[config.mk]
export PLATFORM = sky130hd
export DESIGN_NAME = spi_cmd_wb_master
export DESIGN_NICKNAME = d
export VERILOG_FILES = /design/src/rtl/spi_pkg.sv /design/src/rtl/wb_single_master.sv /design/src/rtl/spi_cmd_wb_master.sv
export SDC_FILE = /design/constraint.sdc
export NUM_CORES = 1
export LEC_CHECK = 0
export ABC_AREA = 1
export BUFFER_PORTS_ARGS = -buffer_cell sky130_fd_sc_hd__clkbuf_2
export CAP_MARGIN = 5
export CORE_ASPECT_RATIO = 1.2
export CORE_UTILIZATION = 44
export CTS_CLUSTER_DIAMETER = 50
export CTS_CLUSTER_SIZE = 10
export DETAILED_ROUTE_END_ITERATION = 10
export PLACE_DENSITY_LB_ADDON = 0.25
export REMOVE_ABC_BUFFERS = 1
export SYNTH_ARGS = -nofsm -noshare
export SYNTH_HDL_FRONTEND = slang
export SYNTH_SLANG_ARGS = --single-unit
[constraint.sdc]
create_clock -name in_clk -period 2.4 [get_ports in_clk]
set_input_delay 0.48 -clock in_clk [delete_from_list [all_inputs] [get_ports in_clk]]
set_output_delay 0.48 -clock in_clk [all_outputs]
set_load 0.02 [all_outputs]
[src/rtl/spi_pkg.sv]
// Shared encodings and constants for the SPI command to Wishbone bridge.
package spi_pkg;

    typedef enum logic [2:0] {
        ST_IDLE    = 3'd0,
        ST_CMD     = 3'd1,
        ST_WR_DATA = 3'd2,
        ST_BUS     = 3'd3,
        ST_RD_WAIT = 3'd4
    } state_e;

    localparam int unsigned CMD_WE_BIT      = 7;
    localparam int unsigned DEF_ACK_TIMEOUT = 15;
    localparam logic [7:0]  TX_IDLE_BYTE    = 8'hFF;

endpackage

[src/rtl/wb_single_master.sv]
// One-outstanding pipelined Wishbone handshake: raises cyc/stb on request, drops stb
// on acceptance, then waits for ack or abandons the cycle after ACK_TIMEOUT cycles.
module wb_single_master
    import spi_pkg::*;
#(
    parameter int unsigned ACK_TIMEOUT = DEF_ACK_TIMEOUT
) (
    input  logic clk,
    input  logic rst_n,
    input  logic req_i,
    input  logic wb_stall_i,
    input  logic wb_ack_i,
    output logic wb_cyc_o,
    output logic wb_stb_o,
    output logic done_o,
    output logic timeout_o
);

    logic       cyc_q;
    logic       stb_q;
    logic [7:0] cnt_q;

    // done/timeout are combinational so the parent can react on the same edge that ends the cycle.
    assign done_o    = cyc_q && wb_ack_i;
    assign timeout_o = cyc_q && !stb_q && !wb_ack_i && (cnt_q == 8'(ACK_TIMEOUT - 1));

    assign wb_cyc_o = cyc_q;
    assign wb_stb_o = stb_q;

    // NOTE: sequential state uses non-blocking assignments and an async active-low reset.
    always_ff @(posedge clk or negedge rst_n) begin
        if (!rst_n) begin
            cyc_q <= 1'b0;
            stb_q <= 1'b0;
            cnt_q <= '0;
        end else if (done_o || timeout_o) begin
            cyc_q <= 1'b0;
            stb_q <= 1'b0;
        end else if (!cyc_q) begin
            if (req_i) begin
                cyc_q <= 1'b1;
                stb_q <= 1'b1;
                cnt_q <= '0;
            end
        end else if (stb_q) begin
            if (!wb_stall_i) stb_q <= 1'b0;
            cnt_q <= '0;
        end else begin
            cnt_q <= cnt_q + 8'd1;
        end
    end

endmodule

[src/rtl/spi_cmd_wb_master.sv]
// Decodes SPI command frames (command/address byte then data bytes) into
// auto-incrementing Wishbone accesses, returning read data to the SPI transmitter.
module spi_cmd_wb_master
    import spi_pkg::*;
#(
    parameter int unsigned ADDR_W      = 7,
    parameter int unsigned ACK_TIMEOUT = DEF_ACK_TIMEOUT
) (
    input  logic              in_clk,
    input  logic              in_rst_n,
    input  logic              in_cs_n,
    input  logic              in_rx_valid,
    input  logic [7:0]        in_rx_byte,
    output logic [7:0]        o_tx_byte,
    output logic              o_tx_load,
    output logic              o_wb_cyc,
    output logic              o_wb_stb,
    output logic              o_wb_we,
    output logic [ADDR_W-1:0] o_wb_addr,
    output logic [7:0]        o_wb_data,
    input  logic              in_wb_stall,
    input  logic              in_wb_ack,
    input  logic [7:0]        in_wb_data,
    input  logic              in_err_clr,
    output logic              o_err_timeout,
    output logic              o_err_overrun
);

    state_e            state_q;
    logic              we_q;
    logic              abort_q;
    logic [ADDR_W-1:0] addr_q;
    logic [7:0]        wdata_q;
    logic [7:0]        tx_byte_q;
    logic              tx_load_q;
    logic              err_to_q;
    logic              err_ov_q;

    logic bus_start;
    logic bus_done;
    logic bus_timeout;
    logic abort;

    // The strobe launches on the same edge the FSM enters BUS.
    assign bus_start = !in_cs_n && in_rx_valid &&
                       ((state_q == ST_CMD && !in_rx_byte[CMD_WE_BIT]) ||
                        state_q == ST_WR_DATA || state_q == ST_RD_WAIT);
    assign abort     = abort_q || in_cs_n;

    wb_single_master #(
        .ACK_TIMEOUT (ACK_TIMEOUT)
    ) u_wb (
        .clk        (in_clk),
        .rst_n      (in_rst_n),
        .req_i      (bus_start),
        .wb_stall_i (in_wb_stall),
        .wb_ack_i   (in_wb_ack),
        .wb_cyc_o   (o_wb_cyc),
        .wb_stb_o   (o_wb_stb),
        .done_o     (bus_done),
        .timeout_o  (bus_timeout)
    );

    always_ff @(posedge in_clk or negedge in_rst_n) begin
        if (!in_rst_n) begin
            state_q   <= ST_IDLE;
            we_q      <= 1'b0;
            abort_q   <= 1'b0;
            addr_q    <= '0;
            wdata_q   <= '0;
            tx_byte_q <= '0;
            tx_load_q <= 1'b0;
            err_to_q  <= 1'b0;
            err_ov_q  <= 1'b0;
        end else begin
            tx_load_q <= 1'b0;
            // Clear first so an error set later in this block wins.
            if (in_err_clr) begin
                err_to_q <= 1'b0;
                err_ov_q <= 1'b0;
            end
            case (state_q)
                ST_IDLE: if (!in_cs_n) state_q <= ST_CMD;
                ST_CMD: begin
                    if (in_cs_n) begin
                        state_q <= ST_IDLE;
                    end else if (in_rx_valid) begin
                        we_q    <= in_rx_byte[CMD_WE_BIT];
                        addr_q  <= in_rx_byte[ADDR_W-1:0];
                        state_q <= in_rx_byte[CMD_WE_BIT] ? ST_WR_DATA : ST_BUS;
                    end
                end
                ST_WR_DATA: begin
                    if (in_cs_n) begin
                        state_q <= ST_IDLE;
                    end else if (in_rx_valid) begin
                        wdata_q <= in_rx_byte;
                        state_q <= ST_BUS;
                    end
                end
                ST_RD_WAIT: begin
                    if (in_cs_n) state_q <= ST_IDLE;
                    else if (in_rx_valid) state_q <= ST_BUS;
                end
                ST_BUS: begin
                    if (in_rx_valid) err_ov_q <= 1'b1;
                    if (in_cs_n) abort_q <= 1'b1;
                    if (bus_done) begin
                        addr_q  <= addr_q + ADDR_W'(1);
                        abort_q <= 1'b0;
                        if (we_q) begin
                            state_q <= abort ? ST_IDLE : ST_WR_DATA;
                        end else begin
                            tx_byte_q <= in_wb_data;
                            tx_load_q <= !abort;
                            state_q   <= abort ? ST_IDLE : ST_RD_WAIT;
                        end
                    end else if (bus_timeout) begin
                        err_to_q <= 1'b1;
                        abort_q  <= 1'b0;
                        state_q  <= ST_IDLE;
                        if (!we_q) begin
                            tx_byte_q <= TX_IDLE_BYTE;
                            tx_load_q <= !abort;
                        end
                    end
                end
                default: state_q <= ST_IDLE;
            endcase
        end
    end

    assign o_tx_byte     = tx_byte_q;
    assign o_tx_load     = tx_load_q;
    assign o_wb_we       = we_q;
    assign o_wb_addr     = addr_q;
    assign o_wb_data     = wdata_q;
    assign o_err_timeout = err_to_q;
    assign o_err_overrun = err_ov_q;

endmodule

After elaboration in Yosys (flattened, before gate mapping)
Index checks and enable logic that the tools add are counted.
- flip-flop bits (word level): 41
- latch bits: 0
- memory bits (writable): 0
- bits in read-only memories: 0
- bits of input ports: 23
- output and inout port bits: 29
- logic and storage cells: 105
- memories: 0
- add/sub/neg operators: 2
- $mul: 0
- divide/modulo/power cells: 0
- $lt $le $gt $ge: 0
- equality and inequality tests: 14
- shift-type cells: 0
- multiplexer cells: 45
- bitwise logic cells: 2
- reductions and logical operators: 30
- operator list (operator ; count):
    $mux W8 ; 7
    $mux W3 ; 9
    $mux W1 ; 23
    $mux W7 ; 3
    $pmux W7 S2 ; 1
    $pmux W3 S4 ; 1
    $reduce_and A4 Y1 ; 3
    $ne A2 B2 Y1 const B ; 5
    $add A8 B1 Y8 const B ; 1
    $eq A8 B4 Y1 const B ; 1
    $add A7 B1 Y7 const B ; 1
    $logic_and A1 B1 Y1 ; 7
    $eq A3 B2 Y1 const B ; 2
    $ne A3 B1 Y1 const B ; 2
    $reduce_and A3 Y1 ; 2
    $reduce_bool A2 Y1 ; 3
    $reduce_bool A3 Y1 ; 2
    $logic_not A1 Y1 ; 5
    $logic_or A1 B1 Y1 ; 4
    $reduce_and A2 Y1 ; 2
    $eq A3 B1 Y1 const B ; 1
    $eq A3 B3 Y1 const B ; 1
    $logic_not A3 Y1 ; 1
    $ne A3 B3 Y1 const B ; 1
    4 further kinds ; 5

Depth between registers and ports, before layout
- depth after elaboration: 8
- mapped depth: 11

Modules after synthesis
From an unflattened synthesis, not the netlist that was laid out.
- cells, all modules: 296
- area, all modules: 2175.8 um^2
- modules (own cells, without submodules) (module ; times used ; cells an instance ; area each (um^2) ; sequential area each (um^2)):
    spi_cmd_wb_master ; 1 ; 203 ; 1546.5 ; 775.7
    wb_single_master ; 1 ; 93 ; 629.4 ; 250.2

Least setup slack after synthesis
No wires, ideal clock.
- kind: flip-flop to flip-flop
- from: reg u_wb.cnt_q[0]
- to: reg tx_byte_q[6], in the netlist o_tx_byte[6]
- setup time: 0.119 ns
- data arrival time: 1.314 ns
- required time: 2.281 ns
- setup slack: 0.967 ns
- stages on the path, launching flop included: 11
- path buffers: 1
- clock period less this slack: 1.433 ns
- path through: dfrtp_1 -> inv_1 -> ha_1 -> nand3_1 -> nor2_1 -> nand2_2 -> nand2_4 -> nand3_4 -> buf_6 -> nand2_2 -> o21ai_2
- word-level cells in the longest chain between the ends: 4
- elaborated cells on any way between the ends: 5
- those cells by class: eq/ne (2); reduce/logical (3)
- ends and longest elaborated chain (item ; line ; text):
    start, declared ; wb_single_master.sv:21 ; logic [7:0] cnt_q;
    start signal, assigned ; wb_single_master.sv:49 ; cnt_q <= cnt_q + 8'd1;
    $eq A8 B4 Y1 * ; wb_single_master.sv:25 ; assign timeout_o = cyc_q && !stb_q && !wb_ack_i && (cnt_q == 8'(ACK_TIMEOUT - 1));
    $logic_and A1 B1 Y1 * ; wb_single_master.sv:25 ;
    $ne A2 B2 Y1 (no line) or $reduce_bool A2 Y1 (tied branches) ; -- ;
    $reduce_and A4 Y1 (no line) * ; -- ;
    end signal, assigned ; spi_cmd_wb_master.sv:114 ; tx_byte_q <= in_wb_data;
    end, declared ; spi_cmd_wb_master.sv:34 ; logic [7:0] tx_byte_q;
Mark *: on every way between the ends. The rest lies on a longest branch, timed or not.
A chain may end at the register's enable or synchronous reset.

Final worst setup path
- from: reg state_q[1]
- to: reg tx_byte_q[4], in the netlist o_tx_byte[4]
- word-level cells in the longest chain between the ends: 2
- ends and longest elaborated chain (item ; line ; text):
    start, declared ; spi_cmd_wb_master.sv:29 ; state_e state_q;
    start signal, assigned ; spi_cmd_wb_master.sv:90 ; state_q <= in_rx_byte[CMD_WE_BIT] ? ST_WR_DATA : ST_BUS;
    start signal, assigned ; spi_cmd_wb_master.sv:112 ; state_q <= abort ? ST_IDLE : ST_WR_DATA;
    start signal, assigned ; spi_cmd_wb_master.sv:116 ; state_q <= abort ? ST_IDLE : ST_RD_WAIT;
    $eq A3 B2 Y1 ; spi_cmd_wb_master.sv:82 ; case (state_q)
    $reduce_and A4 Y1 (no line) ; -- ;
Every way passes these cells.

==> metrics.md <==
| Metric | Value |
|---|---|
| Met1 GRT Util | `0.240` |
| CTS Hold Buffers Added | `0` |
| Antenna Cells | `0` |
| DR pass1 iterations | `4` |
| Post-synth EDFFs | `0` |
| Hold Path Class | `input port to asynchronous set/reset pin` |
| Ys Warns | `0` |
| Final worst path period need | `~1.7 ns` |
| Met2 GRT Util | `0.329` |
| R2R Setup Slk | `approximately 0.71 ns` |
| Synthesized area | `roughly 2200 um2` |
| Outcome | `finished, final reports clean` |
| Final clock skew | `0.00784 ns` |
| Antenna Nets Post-Route | `0` |
| Cell accounting for the most synthesized area | `dfrtp_1` |
| Max H-tree Level | `2` |
| Clock buffer count from CTS | `5` |
| Setup TNS | `0 ns` |
| Count of cell types in the netlist | `30` |
| Reg2reg path depth | `5` |
| Post-Synth Adder-Cell Area | `0.0170` |
| Crit-path max FO | `17` |
| Root buf cell | `clkbuf_8` |
| Synth top area cells | `dfrtp_1 (47%), nand2_1 (13%), nand3_1 (5.2%)` |
| # setup viols final | `0` |
| Nets | `348` |
| Crit path DAT | `1.88 ns` |
| Crit path to | `o_tx_byte[4]` |
| Avg Vias per Cell | `5.02` |
| Mux cell area share after synthesis | `0.0307` |
| Clock insertion delay at the later pin of the skew report | `0.30 ns` |
| Post-CTS Resized | `0` |
| Asr flop ratio synth | `1.00` |
| Initial Util | `0.469` |
| Top-Level Pins | `52` |
| R2R Path Start | `state_q[1]` |
| Post-Synth Simple-Gate Area | `0.304` |
| DIE AREA | `approximately 5300 um2` |
| Final cell count without fillers | `between 300 and 400` |
| Core area | `4700 um2` |
| Setup bufs post-CTS | `0` |
| Vias in the first global route | `around 1800` |
| CTS Buffer Depth | `2` |
| First-pass GRT wire length | `8000 um` |
| Initial drt markers | `72` |
| XOR/XNOR share of the synthesized area | `0.0199` |
| Leakage | `approximately 0.0014 uW` |
| Critical path type | `flop to flop` |
| Max-cap violations | `0` |
| Largest family of logic cells by synthesized area | `simple AND/OR/NAND/NOR gates` |
| Slew HR | `0.635` |
| Max frequency | `slightly below 600 MHz` |
| Die Y | `around 80 um` |
| Initial antenna violation count | `0` |
| Max IR drop VDD | `roughly 0.58 mV` |
| Worst Path Required | `roughly 2.6 ns` |
| Period utilisation layout | `0.705` |
| Synthesized flop and latch total | `41` |
| # port buffers | `approximately 50` |
| R2r endpoint | `o_tx_byte[4]` |
| Power Density | `approximately 1100 nW/um2` |
| DIE WIDTH | `~67 um` |
| Cells after synthesis | `about 270` |
| Layout cells sized above 1 | `0.285` |
| Grt total ovfl | `0` |
| Largest net degree at the start of global routing | `between 40 and 50` |
| Synthesized area per cell | `~8.2 um2` |
| Final hold vios | `0` |
| Commonest cells post-synth | `nand2_1 (76), dfrtp_1 (41), nor2_1 (29), nand3_1 (23), inv_1 (18)` |
| Setup crit start | `state_q[1]` |
| Synth Flop Type | `dfrtp_1` |
| Std cell rows | `27` |
| Max-slew violations | `0` |
| Met3 usage | `0.0543` |
| Via count | `between 1500 and 2000` |
| Clk slew on worst S/H paths | `around 0.08 ns` |
| Overall Global Routing Usage | `0.200` |
| CP Capture Type | `flop` |
| GPL Wtd Cong | `0.999` |
| Sink Count | `just over 40` |
| Final wirelength | `4730 um` |
| Startpoint Class | `flop` |
| Drt wl/cell | `approximately 12 um` |
| Complex-gate fraction of the synthesized area | `0.0999` |
| Placed insts | `373` |
| Dpl hpwl | `~3600 um` |
| GR peak layer | `met2` |
| Register area share after synthesis | `0.466` |
| Most frequent cell after synthesis | `nand2_1` |
| Area growth from synthesis to final layout | `17.6%` |
| Area share of the leading cell type in the synthesized netlist | `0.466` |
| RSZ-0062 raised after global routing | `no` |
| CTS tree | `yes` |
| Worst-Margin Slew | `about 0.55 ns` |
| DRC viols | `0` |
[worst min-delay path by stage]
stage               slack (ns)      endpoint  cells after the start
floorplan                 0.18       abort_q                      0
global placement          0.47  o_tx_byte[1]                      2
detailed placement        0.47  o_tx_byte[3]                      2
CTS                       0.25  o_tx_byte[6]                      2
global route              0.29  o_tx_byte[6]                      2
finish                    0.23  o_tx_byte[6]                      2
[state kept, by name (all words and copies together), names as in the netlist]
register	count
o_err_timeout	1
o_tx_load	1
abort_q	1
o_wb_we	1
u_wb.cnt_q	8
o_err_overrun	1
o_wb_addr	7
o_wb_data	8
state_q	3
u_wb.wb_stb_o	1
u_wb.wb_cyc_o	1
o_tx_byte	8
[logic make-up (layout without fill, tap and decap cells)]
group	after synthesis	in the layout
compound gates	34	34
xor+xnor	5	5
fa+ha+maj	3	3
buf+inv	33	88
flops	41	41
mux	6	6
simple gates	146	146
[cell usage in the layout (no fill, tap or decap), drive strengths merged]
cell type   n
ha          3
a21oi       7
a31oi       2
nand4       5
o21bai      1
clkbuf     56
mux2        6
xor2        2
nor2       30
nor4        1
xnor2       3
o21ai      23
nor3        2
nand3      25
clkinv      2
buf         1
clkinvlp    1
nand2      83
dfrtp      41
a2bb2oi     1
inv        28
[layout make-up]
| cell class | instances | area [um2] |
|---|---|---|
| clock buffers | 5 | 68.8 |
| clock inverters | 3 | 17.5 |
| fillers | 437 | 2100 |
| inverters | 28 | 105 |
| multi-input cells | 194 | 1040 |
| flip-flops and latches | 41 | 1030 |
| well taps | 58 | 72.6 |
| repair buffers | 52 | 263 |
[routing by layer]
layer / routed length (um) / vias to the layer above
met5: 0 / -
met1: 2120 / 897
li1: - / 967
met3: 203 / 9
met2: 2310 / 40
met4: 98 / 0
[worst max-delay path, cell delays in order, from the launching register on]
cell and delay [ns]:
dfrtp_1 0.53, nand3_2 0.30, inv_2 0.30, nand3_4 0.25, nand2_1 0.14, o21ai_2 0.06
[power by group]
| group | switching [uW] | internal (uW) | leakage [uW] |
|---|---|---|---|
| logic | 834 | 443 | 0.000828 |
| clock network | 253 | 201 | 0.0000439 |
| registers | 233 | 946 | 0.000525 |
| total | 1320 | 1590 | 0.00140 |
[metrics by stage]
| step | util | worst slack, ns | hold WS (ns) | total power, uW | cell area [um2] |
|---|---|---|---|---|---|
| 2_1_floorplan | - | 0.939 | 0.184 | 2060 | 2170 |
| 3_3_place_gp | 0.533 | 0.690 | 0.473 | 2450 | 2500 |
| 3_5_place_dp | 0.533 | 0.650 | 0.474 | 2480 | 2500 |
| 4_1_cts | 0.552 | 0.720 | 0.246 | 2940 | 2590 |
| 5_1_grt | 0.552 | 0.568 | 0.288 | 3130 | 2590 |
| 6_report | 0.552 | 0.708 | 0.227 | 2910 | 2590 |
Note: power is estimated with default switching activity, not from simulation.
